[config.mk]
export PLATFORM = sky130hd
export DESIGN_NAME = pipe_hazard_ctrl
export DESIGN_NICKNAME = d
export VERILOG_FILES = /design/src/rtl/pipe_pkg.sv /design/src/rtl/load_use_detect.sv /design/src/rtl/pipe_hazard_ctrl.sv
export SDC_FILE = /design/constraint.sdc
export NUM_CORES = 1
export LEC_CHECK = 0
export BUFFER_PORTS_ARGS = -buffer_cell sky130_fd_sc_hd__buf_2
export CELL_PAD_IN_SITES_DETAIL_PLACEMENT = 1
export CELL_PAD_IN_SITES_GLOBAL_PLACEMENT = 1
export CORE_MARGIN = 1.5
export CORE_UTILIZATION = 25
export DETAILED_ROUTE_END_ITERATION = 8
export GPL_ROUTABILITY_DRIVEN = 0
export MAX_ROUTING_LAYER = met4
export PLACE_DENSITY_LB_ADDON = 0.1
export SYNTH_ARGS = -nofsm -noshare
export SYNTH_HDL_FRONTEND = slang
export SYNTH_SLANG_ARGS = --single-unit
[constraint.sdc]
create_clock -name clk -period 3.5 [get_ports clk]
set_input_delay 0.7 -clock clk [delete_from_list [all_inputs] [get_ports clk]]
set_output_delay 0.7 -clock clk [all_outputs]
set_load 0.02 [all_outputs]
[src/rtl/pipe_pkg.sv]
// Shared types and constants for the pipeline hazard controller.
// Holds the hazard FSM state encoding and the counter-width helper.
package pipe_pkg;

    localparam int unsigned DEFAULT_REG_AW = 5;
    localparam logic [31:0] NOP            = 32'h0;

    typedef enum logic [1:0] {
        StRun     = 2'd0,
        StMemWait = 2'd1,
        StErr     = 2'd2
    } hz_state_e;

    // Bits needed to hold 0..max_val; never less than one bit.
    function automatic int unsigned cnt_width(input int unsigned max_val);
        return (max_val < 1) ? 1 : $clog2(max_val + 1);
    endfunction

endpackage

[src/rtl/load_use_detect.sv]
// Combinational load-use hazard compare between the EX load destination and
// the ID source registers. Register zero never creates a hazard.
module load_use_detect
    import pipe_pkg::*;
#(
    parameter int unsigned REG_AW = DEFAULT_REG_AW
) (
    input  logic              ex_mem_read,
    input  logic [REG_AW-1:0] ex_rt,
    input  logic [REG_AW-1:0] id_rs,
    input  logic [REG_AW-1:0] id_rt,
    output logic              hazard
);

    always_comb begin
        hazard = ex_mem_read && (ex_rt != '0) && ((ex_rt == id_rs) || (ex_rt == id_rt));
    end

endmodule

[src/rtl/pipe_hazard_ctrl.sv]
// Pipeline hazard controller: memory-wait FSM with timeout, load-use stall and
// branch flush with deferred flush. Define PIPE_HAZARD_PERF_EN for perf counters.
module pipe_hazard_ctrl
    import pipe_pkg::*;
#(
    parameter int unsigned REG_AW      = DEFAULT_REG_AW,
    parameter int unsigned MEM_TIMEOUT = 15
) (
    input  logic              clk,
    input  logic              rst,
    input  logic [REG_AW-1:0] id_rs,
    input  logic [REG_AW-1:0] id_rt,
    input  logic              ex_mem_read,
    input  logic [REG_AW-1:0] ex_rt,
    input  logic              br_taken,
    input  logic              mem_req,
    input  logic              mem_ack,
    output logic              pc_hold,
    output logic              ifid_hold,
    output logic              ifid_flush,
    output logic              idex_bubble,
    output logic              pipe_freeze,
    output logic              mem_timeout
`ifdef PIPE_HAZARD_PERF_EN
    ,
    output logic [31:0]       stall_cycles,
    output logic [31:0]       flush_count
`endif
);

    localparam int unsigned CntW = cnt_width(MEM_TIMEOUT);

    hz_state_e       state_q, state_d;
    logic [CntW-1:0] wait_cnt_q, wait_cnt_d;
    logic            flush_pend_q, flush_pend_d;
    logic            mem_timeout_q, mem_timeout_d;

    logic hazard;
    logic mem_stall;
    logic load_use;
    logic stall;
    logic flush;
    logic timeout_hit;

    load_use_detect #(
        .REG_AW (REG_AW)
    ) u_load_use_detect (
        .ex_mem_read (ex_mem_read),
        .ex_rt       (ex_rt),
        .id_rs       (id_rs),
        .id_rt       (id_rt),
        .hazard      (hazard)
    );

    // Timeout fires when this MEM_WAIT cycle would bring the count to MEM_TIMEOUT.
    always_comb begin
        timeout_hit = (32'(wait_cnt_q) + 32'd1) >= 32'(MEM_TIMEOUT);
    end

    always_comb begin
        state_d    = state_q;
        wait_cnt_d = wait_cnt_q;
        case (state_q)
            StRun: begin
                if (mem_req && !mem_ack) begin
                    state_d    = StMemWait;
                    wait_cnt_d = '0;
                end
            end
            StMemWait: begin
                if (wait_cnt_q != '1) begin
                    wait_cnt_d = wait_cnt_q + CntW'(1);
                end
                if (mem_ack) begin
                    state_d = StRun;
                end else if (timeout_hit) begin
                    state_d = StErr;
                end
            end
            StErr: begin
                state_d = StErr;
            end
            default: begin
                state_d = StRun;
            end
        endcase
    end

    always_comb begin
        mem_stall     = (state_q != StRun) || (mem_req && !mem_ack);
        load_use      = hazard && !mem_stall;
        stall         = mem_stall || load_use;
        flush         = !stall && (br_taken || flush_pend_q);
        // A branch seen while stalled is remembered until the pipe moves again.
        flush_pend_d  = stall ? (flush_pend_q || br_taken) : 1'b0;
        mem_timeout_d = mem_timeout_q || (state_d == StErr);
    end

    always_ff @(posedge clk or posedge rst) begin
        if (rst) begin
            state_q       <= StRun;
            wait_cnt_q    <= '0;
            flush_pend_q  <= 1'b0;
            mem_timeout_q <= 1'b0;
        end else begin
            state_q       <= state_d;
            wait_cnt_q    <= wait_cnt_d;
            flush_pend_q  <= flush_pend_d;
            mem_timeout_q <= mem_timeout_d;
        end
    end

    // Outputs are gated by rst so a live mem_req cannot hold the pipe during reset.
    always_comb begin
        pc_hold     = !rst && stall;
        ifid_hold   = !rst && stall;
        ifid_flush  = !rst && flush;
        idex_bubble = !rst && load_use;
        pipe_freeze = !rst && mem_stall;
        mem_timeout = mem_timeout_q;
    end

`ifdef PIPE_HAZARD_PERF_EN
    logic [31:0] stall_cycles_q;
    logic [31:0] flush_count_q;

    always_ff @(posedge clk or posedge rst) begin
        if (rst) begin
            stall_cycles_q <= '0;
            flush_count_q  <= '0;
        end else begin
            stall_cycles_q <= stall_cycles_q + 32'(pc_hold);
            flush_count_q  <= flush_count_q + 32'(ifid_flush);
        end
    end

    always_comb begin
        stall_cycles = stall_cycles_q;
        flush_count  = flush_count_q;
    end
`endif

endmodule

# Word-level counts from Yosys, hierarchy flattened
# Cells that the tools add are included.
[word_totals]
reg_bits = 8
out_inout_bits = 6
wordCells = 46
[classes]
n_addsub = 2
magnitude_cmp = 1
eq_ne = 8
muxes = 8
n_reduce_logical = 23
[ops]
columns = ["op", "n"]
rows = [
  ["5-bit equality test", 2],
  ["1-bit logical AND", 9],
  ["4-bit two-way mux", 2],
  ["4-bit one-hot mux with 2 select lines", 1],
  ["2-bit two-way mux", 3],
  ["2-bit one-hot mux with 3 select lines", 1],
  ["4-bit by 1-bit adder with 5-bit output, second input constant", 1],
  ["5-bit by 4-bit greater-or-equal comparator with 1-bit output, second input constant", 1],
  ["1-bit logical OR", 5],
  ["5-bit nonzero test", 1],
  ["4-bit by 1-bit adder with 4-bit output, second input constant", 1],
  ["2-bit equality test, second input constant", 2],
  ["1-bit logical NOT", 4],
  ["2-bit != test, second input constant", 2],
  ["4-bit != test, second input constant", 1],
  ["2-bit nonzero test", 2],
  ["3-bit AND reduction", 1],
  ["2-bit by 1-bit equality test with 1-bit output, second input constant", 1],
  ["2-bit logical NOT", 1],
  ["1-bit two-way mux", 1],
]

# Longest topological paths before layout
# Gate-level depths: netlist of run 1.
[depth]
word_depth = 9
mapped_depth = 6

# By module
# A second synthesis of run 1 with hierarchy kept.
[hier_totals]
hier_cells = 64
area_unflattened_um2 = 560.5
[by_module_without_submodules]
columns = ["mod", "n_inst", "cells_per_inst", "area_per_inst_um2", "seq_area_each_um2"]
rows = [
  ["pipe_hazard_ctrl", 1, 47, 435.4, 200.2],
  ["load_use_detect", 1, 17, 125.1, 0.0],
]

# Worst setup path after synthesis of run 1
# No wires, ideal clock.
[synth_timing]
path_type = "in2out"
from = "in ex_rt[3]"
to = "out pc_hold"
arrival_ns = 2.064
required_ns = 2.800
path_slack_ns = 0.736
cell_stages = 5
n_path_buf = 1
cell_sequence = "xor2_1 nor3_1 a22oi_1 o31ai_1 buf_4"
[synth_via]
elab_chain_cells = 6
[synth_rtl]
columns = ["element", "line", "source"]
rows = [
  ["from (decl)", "pipe_hazard_ctrl.sv:14", "input logic [REG_AW-1:0] ex_rt,"],
  ["5-bit equality test or 5-bit nonzero test (tied branches)", "load_use_detect.sv:16", "hazard = ex_mem_read && (ex_rt != '0) && ((ex_rt == id_rs) || (ex_rt == id_rt));"],
  ["1-bit logical OR or 1-bit logical AND (tied branches)", "load_use_detect.sv:16", ""],
  ["1-bit logical AND *", "load_use_detect.sv:16", ""],
  ["1-bit logical AND *", "pipe_hazard_ctrl.sv:91", "load_use = hazard && !mem_stall;"],
  ["1-bit logical OR *", "pipe_hazard_ctrl.sv:92", "stall = mem_stall || load_use;"],
  ["1-bit logical AND *", "n/a", ""],
  ["to (decl)", "pipe_hazard_ctrl.sv:18", "output logic pc_hold,"],
]
# Mark *: on every way between the ends. The rest lies on a longest branch, timed or not.

# Final worst setup path of run 1
[layout_timing]
from = "in ex_rt[1]"
to = "out ifid_flush"
[layout_via]
elab_chain_cells = 8
[layout_rtl]
columns = ["element", "line", "source"]
rows = [
  ["5-bit equality test or 5-bit nonzero test (tied branches)", "load_use_detect.sv:16", ""],
  ["1-bit logical OR or 1-bit logical AND (tied branches)", "load_use_detect.sv:16", ""],
  ["1-bit logical AND *", "load_use_detect.sv:16", ""],
  ["1-bit logical AND *", "pipe_hazard_ctrl.sv:91", ""],
  ["1-bit logical OR *", "pipe_hazard_ctrl.sv:92", ""],
  ["1-bit logical NOT *", "pipe_hazard_ctrl.sv:93", "flush = !stall && (br_taken || flush_pend_q);"],
  ["1-bit logical AND *", "pipe_hazard_ctrl.sv:93", ""],
  ["1-bit logical AND *", "pipe_hazard_ctrl.sv:117", "ifid_flush = !rst && flush;"],
  ["to (decl)", "pipe_hazard_ctrl.sv:20", "output logic ifid_flush,"],
]
# Marked as above.

==> run_results.csv, run 1 <==
group,metric,value,unit
clock_network,clockRootBuffer,"clkbuf_4",
sta,maxSlewViolCount,0,
clock_network,clkTransAtPathRegs,60,ps
grt,grt_pass1_wl,2460,um
placement,place.port_buffers,26,
clock_network,clk_latency,250,ps
sta,worstMarginPinSlew,423,ps
synthesis,yosys.area_share.adder,3.87,%
pwr,p_seq_share,42.2,%
synthesis,async_flop_share,100,%
layout,multiInputGateArea,400,um^2
pwr,internal_power,214,uW
placement,dpl.cell_count,127,
clock_network,clock_path_buffers,2,
synthesis,ys_top_cells_by_area,"dfrtp_1 (31%), xor2_1 (15%), ha_1 (3.9%), inv_1 (3.5%), nor2_1 (3.5%)",
routing,avgRoutedWirePerCell,11.2,um
synthesis,synth_edf_count,0,
synthesis,avgSynthCellArea,8.74,um^2
synthesis,yosys.area_share.simple,21.7,%
clock_network,cts_resized,0,
pwr,swShare,38.7,%
clock_network,ctsHoldBuffers,0,
job,drv_cap,0,
grt,grt_max_degree,10,
floorplanning,die_w,53.9,um
synthesis,ys_warn_count,0,
clock_network,cts.sinks,8,
worst_setup_path,start_kind,"input pin",
sta,finalSetupViolCount,0,
synthesis,synthCells,74,
layout,drive_gt1_share,32.0,%
grt,grt_use_total,12.0,%
routing,routed_wl,1450,um
placement,dp_hpwl,1220,um
routing,firstDrtPassIters,4,
layout,final_cells,130,
pwr,fin_total_pwr,350,uW
worst_setup_path,endpoint_kind,"output port",
outcome,status,"completed",
clock_network,numCtsBuffers,3,
worst_setup_path,crit_top_cell,"buf_2",
synthesis,synth-seq-cells,8,
worst_setup_path,critical_path_required,2800,ps
synthesis,synthFlopType,"dfrtp_1",
grt,overflow,0,
floorplanning,pin_count,27,
synthesis,synth-compound-area-share,19.9,%
sta,rsz0062_at_grt,"false",
routing,vias_per_cell,4.78,
floorplanning,dieArea,2900,um^2
synthesis,synth_cell_types,35,
placement,place_ws,910,ps
sta,clock_skew,0.866,ps
synthesis,yosysSeqAreaShare,30.9,%
floorplanning,initial_core_util,26.4,%
routing,ant_nets,0,
routing,drc,0,
worst_setup_path,max_stage_delay,550,ps
sta,period_share,73.2,%
pwr,power_frac_comb,37.2,%
floorplanning,die_y,53.9,um
synthesis,netlist_area,647,um^2
layout,seqCellArea,200,um^2
sta,fmax,0.390,GHz
worst_setup_path,arrival,1860,ps
layout,area_growth,25.7,%
synthesis,synth_top_family_by_area,"simple AND/OR/NAND/NOR gates",
routing,dr.first_iter.drc_count,5,
layout,n_antenna_cell,0,
synthesis,syn-num-nets,97,
hold_path,hold_class,"in2async",
pwr,powerDensity,430,nW/um^2
worst_setup_path,slowest_stage,"or4_1",
sta,worst_slack,938,ps
grt,grt_pass1_vias,606,
layout,fin_nets,125,
synthesis,synth_mux_area_share,1.55,%
floorplanning,design.core.area,2450,um^2
grt,antenna_found_initial,0,
layout,fillers,309,
synthesis,yosys.area.top_type,"dfrtp_1",
pwr,irDropWorstVdd,0.141,mV
worst_setup_path,crit_fanout,4,
layout,fin_util,33.1,%
clock_network,cts_setup_buffers,0,
sta,timing.setup.tns,0,ps
clock_network,htreeDepth,1,
pwr,clock_power_share,20.6,%
floorplanning,rows,18,
sta,maxSlewHeadroom,71.5,%
routing,vias,621,
sta,hold_viol,0,
clock_network,cts_tree,"yes",
pwr,cellLeakagePower,0.402,nW
worst_setup_path,worstPathCellList,"buf_2, or4_1, o21ai_2, o21a_1, buf_2",
synthesis,synth_xor_area_share,14.9,%
synthesis,synth_top_area_share,30.9,%
worst_setup_path,worst-setup-path-type,"in2out",
pwr,switchingPower,136,uW
sta,period_needed,2560,ps
==> cells in the mapped netlist (all sizes together) (3+ instances only) <==
| cell | count |
|---|---|
| nand2 | 5 |
| o21ai | 3 |
| nor2 | 6 |
| buf | 3 |
| nor3 | 3 |
| dfrtp | 8 |
| xor2 | 11 |
| inv | 6 |
==> kinds of logic (layout without fill, tap and decap cells) <==
logic type	Yosys count	in the layout
adders and majority gates	2	2
muxes	1	1
xor gates and xnor gates	11	11
DFF	8	8
AOI/OAI and AO/OA	17	17
buffers and inverters	9	35
and+or+nand+nor	26	26
==> worst paths after layout <==
path                                      to  slack (ps)           from  cells after the start
worst max-delay path              ifid_flush         940       ex_rt[1]                      5
worst min-delay path            flush_pend_q         420            rst                      2
worst max register to register    state_q[0]        1620  wait_cnt_q[0]                      6
worst min register to register   mem_timeout         470    mem_timeout                      2
max in group asynchronous         state_q[1]        2830            rst                      2
min in group clk                 mem_timeout         470    mem_timeout                      2
==> worst max-delay path, delay by kind of cell <==
| kind | cells | cell delay (ps) |
|---|---|---|
| compound gates | 2 | 340 |
| buf+inv | 2 | 270 |
| simple gates | 1 | 550 |
==> flip-flops by register name, summed over array words and instances, names as in the netlist <==
| signal | flops |
|---|---|
| mem_timeout | 1 |
| flush_pend_q | 1 |
| state_q | 2 |
| wait_cnt_q | 4 |
==> through the flow <==
stage	hold WS [ps]	instance area (um^2)
2_1_floorplan	470	647
3_3_place_gp	464	791
3_5_place_dp	462	791
4_1_cts	435	813
5_1_grt	456	813
6_report	425	813
==> power by group through the flow <==
stage	Clock, mW	Sequential (mW)	Combinational (mW)
2_1_floorplan	0	0.132	0.113
3_3_place_gp	0	0.149	0.130
3_5_place_dp	0	0.149	0.132
4_1_cts	0.0749	0.147	0.133
5_1_grt	0.0802	0.154	0.149
6_report	0.0721	0.148	0.130
==> layout by cell type (no fill, tap or decap) <==
cell type / instances
buf_2: 26
xor2_1: 11
dfrtp_1: 8
inv_1: 6
nor2_1: 6
nand2_1: 5
nor3_1: 3
clkbuf_4: 3
nand3_1: 2
nand4_1: 2
nor4_1: 2
o21ai_0: 2
o31ai_1: 2
ha_1: 2
or3_4: 1
a21o_1: 1
nor2b_1: 1
a21o_2: 1
and3_1: 1
a211oi_1: 1
mux2i_1: 1
o21bai_1: 1
nor4b_1: 1
o211ai_1: 1
and3b_1: 1
o22ai_1: 1
a31o_1: 1
a22oi_1: 1
or4_1: 1
o21ai_2: 1
o221ai_1: 1
o21a_1: 1
o2bb2ai_1: 1
a22o_1: 1
==> final cells by class <==
cell class | count | area share [%]
Inverter | 6 | 2.77
Sequential cell | 8 | 24.6
Multi-Input combinational cell | 57 | 49.2
Clock buffer | 3 | 2.77
Timing Repair Buffer | 26 | 16.0
Tap cell | 30 | 4.62
==> routing by layer <==
| layer | track usage, % | vias up | share of wire [%] |
|---|---|---|---|
| met5 | - | - | 0 |
| met4 | 3.85 | 0 | 0.55 |
| met3 | 2.50 | 2 | 4.3 |
| met2 | 21.3 | 17 | 53 |
| met1 | 13.2 | 286 | 42 |
| li1 | - | 316 | - |
Power figures use the tool's default switching activity.
==> inputs of run 2 (changes only) <==
==> constraint.sdc (replaced) <==
create_clock -name clk -period 2.4 [get_ports clk]
set_input_delay 0.48 -clock clk [delete_from_list [all_inputs] [get_ports clk]]
set_output_delay 0.48 -clock clk [all_outputs]
set_load 0.02 [all_outputs]
==> run_results.csv, run 2 (synthesis gave the netlist of run 1 again) <==
group,metric,value,unit
placement,dp_hpwl,1260,um
floorplanning,pin_count,27,
pwr,swShare,38.9,%
routing,vias_per_cell,4.78,
worst_setup_path,endpoint_kind,"output port",
clock_network,ctsHoldBuffers,0,
sta,period_needed,2120,ps
sta,maxSlewViolCount,0,
clock_network,clk_latency,250,ps
grt,grt_pass1_wl,2460,um
floorplanning,die_w,53.9,um
layout,layout_common_cells,"buf_2 (26), xor2_1 (11), dfrtp_1 (8)",
grt,grt_util_met3,2.50,%
pwr,clock_power_share,20.5,%
grt,use_met2,22.8,%
layout,largestRegisters,"wait_cnt_q (4), state_q (2)",
pwr,irDropWorstVdd,0.201,mV
floorplanning,dieArea,2900,um^2
pwr,switchingPower,200,uW
clock_network,clock_path_buffers,2,
grt,grt_use_total,12.0,%
clock_network,clockRootBuffer,"clkbuf_4",
pwr,powerDensity,626,nW/um^2
sta,hold_viol,0,
placement,place.port_buffers,26,
grt,grt_pass1_vias,616,
sta,finalSetupViolCount,0,
floorplanning,initial_core_util,26.4,%
routing,dr.first_iter.drc_count,8,
pwr,internal_power,314,uW
sta,worstMarginPinSlew,410,ps
routing,drc,0,
sta,timing.setup.tns,0,ps
routing,firstDrtPassIters,2,
outcome,status,"completed",
placement,place_ws,245,ps
pwr,cellLeakagePower,0.407,nW
layout,fin_nets,126,
floorplanning,die_y,53.9,um
grt,antenna_found_initial,0,
clock_network,numCtsBuffers,3,
floorplanning,design.core.area,2450,um^2
clock_network,htreeDepth,1,
hold_path,hold_class,"in2async",
sta,rsz0062_at_grt,"false",
floorplanning,rows,18,
layout,largest_reg_flops,4,
routing,routed_wl,1500,um
pwr,fin_total_pwr,514,uW
clock_network,cts_setup_buffers,0,
clock_network,cts.sinks,8,
grt,grtUsageMet1,12.0,%
routing,ant_nets,0,
layout,final_common_cell,"buf_2",
sta,hold_ws,229,ps
worst_setup_path,start_kind,"input pin",
sta,period_share,88.3,%
pwr,p_seq_share,42.0,%
clock_network,cts_tree,"yes",
job,drv_cap,0,
grt,grt_max_degree,10,
sta,fmax,0.472,GHz
worst_setup_path,worst-setup-path-type,"in2out",
clock_network,cts_resized,0,
sta,worst_slack,280,ps
layout,drive_gt1_share,32.7,%
layout,regMostFlops,"wait_cnt_q",
routing,avgRoutedWirePerCell,11.4,um
grt,grt-busiest-layer,"met2",
worst_setup_path,critical_path_required,1920,ps
clock_network,clkTransAtPathRegs,60,ps
sta,maxSlewHeadroom,72.3,%
routing,vias,626,
worst_setup_path,crit_fanout,4,
grt,overflow,0,
layout,n_antenna_cell,0,
worst_setup_path,arrival,1640,ps
pwr,power_frac_comb,37.5,%
layout,area_growth,26.9,%
sta,clock_skew,1.29,ps
-- run 2: changes by cell type in the layout (fill, tap and decap cells not counted) --
cell	change
buf_4	+1
-- run 2: power groups by stage --
| stage | Sequential [mW] | Combinational, mW | Clock [mW] |
|---|---|---|---|
| final | 0.216 | 0.193 | 0.106 |
| after floorplan | 0.192 | 0.165 | 0 |
| after CTS | 0.216 | 0.195 | 0.110 |
| after detailed placement | 0.219 | 0.194 | 0 |
| after global routing | 0.225 | 0.221 | 0.118 |
| after global placement | 0.217 | 0.191 | 0 |
-- run 2: routing by layer --
| metal | part of all wire (%) | up-vias |
|---|---|---|
| met3 | 5.1 | 2 |
| met1 | 42 | 287 |
| met4 | 0.54 | 0 |
| met5 | 0 | - |
| li1 | - | 318 |
| met2 | 52 | 19 |
-- run 2: critical path: stages --
cell	delay, ps
buf_2	120
or4_1	550
o21ai_2	210
o21a_1	130
buf_2	150
-- run 2: worst paths after layout --
path                                     end  cells after the start  slack [ps]     startpoint
worst max-delay path              ifid_flush                      5         280       ex_rt[1]
worst min-delay path            flush_pend_q                      3         230            rst
worst max register to register    state_q[0]                      6         520  wait_cnt_q[0]
worst min register to register   mem_timeout                      2         470    mem_timeout
max in group asynchronous         state_q[0]                      3        2040            rst
min in group clk                 mem_timeout                      2         470    mem_timeout
-- run 2: area by class of cell --
class	count	area [um^2]
clock buffers	3	22.5
fillers	307	1630
inverters	6	22.5
multi-input cells	57	400
flip-flops and latches	8	200
well taps	30	37.5
repair buffers	27	138
-- run 2: metrics by stage --
step | instances | util [%] | instance area, um^2
global route | 131 | 33.4 | 821
finish | 131 | 33.4 | 821
global placement | 128 | 32.5 | 798
detailed placement | 128 | 32.5 | 798
floorplan | 74 | - | 647
CTS | 131 | 33.4 | 821
==> inputs of run 3 (changes only) <==
--- a/config.mk
+++ b/config.mk
@@ -13,7 +13,7 @@
 export DETAILED_ROUTE_END_ITERATION = 8
 export GPL_ROUTABILITY_DRIVEN = 0
 export MAX_ROUTING_LAYER = met4
-export PLACE_DENSITY_LB_ADDON = 0.1
+export PLACE_DENSITY_LB_ADDON = 0.12
 export SYNTH_ARGS = -nofsm -noshare
 export SYNTH_HDL_FRONTEND = slang
 export SYNTH_SLANG_ARGS = --single-unit
==> run_results.csv, run 3 (synthesis gave the netlist of run 1 again) <==
group,metric,value,unit
outcome,status,"completed",
placement,place.port_buffers,26,
hold_path,hold_class,"in2async",
grt,grt-busiest-layer,"met2",
layout,area_growth,26.9,%
sta,worst_slack,262,ps
layout,largest_reg_flops,4,
grt,grt_use_total,13.4,%
clock_network,clockRootBuffer,"clkbuf_4",
grt,grt_util_met3,4.17,%
clock_network,numCtsBuffers,3,
clock_network,cts_tree,"yes",
grt,grt_pass1_vias,635,
pwr,irDropWorstVdd,0.201,mV
worst_setup_path,crit_fanout,4,
sta,timing.setup.tns,0,ps
grt,grt_pass1_wl,2620,um
routing,avgRoutedWirePerCell,11.4,um
floorplanning,rows,18,
layout,layout_common_cells,"buf_2 (26), xor2_1 (11), dfrtp_1 (8)",
worst_setup_path,critical_path_required,1920,ps
routing,drc,0,
routing,routed_wl,1490,um
sta,hold_ws,230,ps
sta,clock_skew,3.46,ps
clock_network,clkTransAtPathRegs,60,ps
layout,largestRegisters,"wait_cnt_q (4), state_q (2)",
routing,dr.first_iter.drc_count,3,
layout,fillers,308,
routing,vias_per_cell,4.92,
clock_network,clk_latency,260,ps
grt,overflow,0,
grt,use_met2,21.5,%
grt,antenna_found_initial,0,
job,drv_cap,0,
worst_setup_path,max_stage_delay,560,ps
floorplanning,dieArea,2900,um^2
clock_network,cts_setup_buffers,0,
worst_setup_path,worstPathCellList,"buf_2, or4_1, o21ai_2, o21a_1, buf_2",
floorplanning,initial_core_util,26.4,%
routing,firstDrtPassIters,4,
layout,regMostFlops,"wait_cnt_q",
floorplanning,die_y,53.9,um
sta,rsz0062_at_grt,"false",
routing,vias,645,
sta,worstMarginPinSlew,396,ps
layout,n_antenna_cell,0,
sta,period_needed,2140,ps
sta,hold_viol,0,
worst_setup_path,endpoint_kind,"output port",
clock_network,ctsHoldBuffers,0,
worst_setup_path,start_kind,"input pin",
placement,dp_hpwl,1250,um
pwr,fin_total_pwr,514,uW
worst_setup_path,worst-setup-path-type,"in2out",
placement,place_ws,249,ps
sta,period_share,89.1,%
sta,fmax,0.468,GHz
placement,place_area,798,um^2
layout,fin_nets,126,
layout,drive_gt1_share,32.7,%
grt,grt_max_degree,10,
layout,finish.instance_area,821,um^2
floorplanning,die_w,53.9,um
clock_network,cts.sinks,8,
grt,grtUsageMet1,14.4,%
floorplanning,design.core.area,2450,um^2
clock_network,cts_resized,0,
clock_network,clock_path_buffers,2,
worst_setup_path,arrival,1660,ps
routing,ant_nets,0,
layout,final_common_cell,"buf_2",
pwr,cellLeakagePower,0.407,nW
placement,dpl.cell_count,128,
sta,maxSlewHeadroom,73.3,%
sta,maxSlewViolCount,0,
layout,final_cells,131,
worst_setup_path,crit_top_cell,"buf_2",
worst_setup_path,slowest_stage,"or4_1",
floorplanning,pin_count,27,
pwr,powerDensity,626,nW/um^2
layout,fin_util,33.4,%
clock_network,htreeDepth,1,
sta,finalSetupViolCount,0,
## run 3: cell type report
cell class                 instances  area [um^2]  area share (%)
clock buffer                       3         22.5            2.74
inverter                           6         22.5            2.74
multi-input combinational         57          400            48.8
sequential                         8          200            24.4
tap                               30         37.5            4.57
timing repair buffer              27          138            16.8
## run 3: report_power, final
part / internal, mW / switching (mW)
Clock: 0.0575 / 0.0496
Combinational: 0.0927 / 0.0988
Sequential: 0.164 / 0.0515
Total: 0.314 / 0.200
## run 3: final timing paths
path | startpoint | slack [ps] | cells past startpoint | end
setup / recovery | ex_rt[1] | 260 | 5 | ifid_flush
hold / removal | rst | 230 | 3 | wait_cnt_q[1]
setup reg to reg | wait_cnt_q[0] | 520 | 6 | state_q[0]
hold reg to reg | mem_timeout | 480 | 2 | mem_timeout
max in group asynchronous | rst | 2040 | 3 | state_q[0]
min in group clk | mem_timeout | 480 | 2 | mem_timeout
## run 3: routing by layer
layer | vias up | routed length [um]
li1 | 321 | -
met1 | 301 | 629
met2 | 21 | 779
met3 | 2 | 64
met4 | 0 | 19
met5 | - | 0
## run 3: critical path: cells and delay by family
family	cells	cell delay (ps)
AOI/OAI and AO/OA	2	340
and+or+nand+nor	1	560
buffers and inverters	2	270
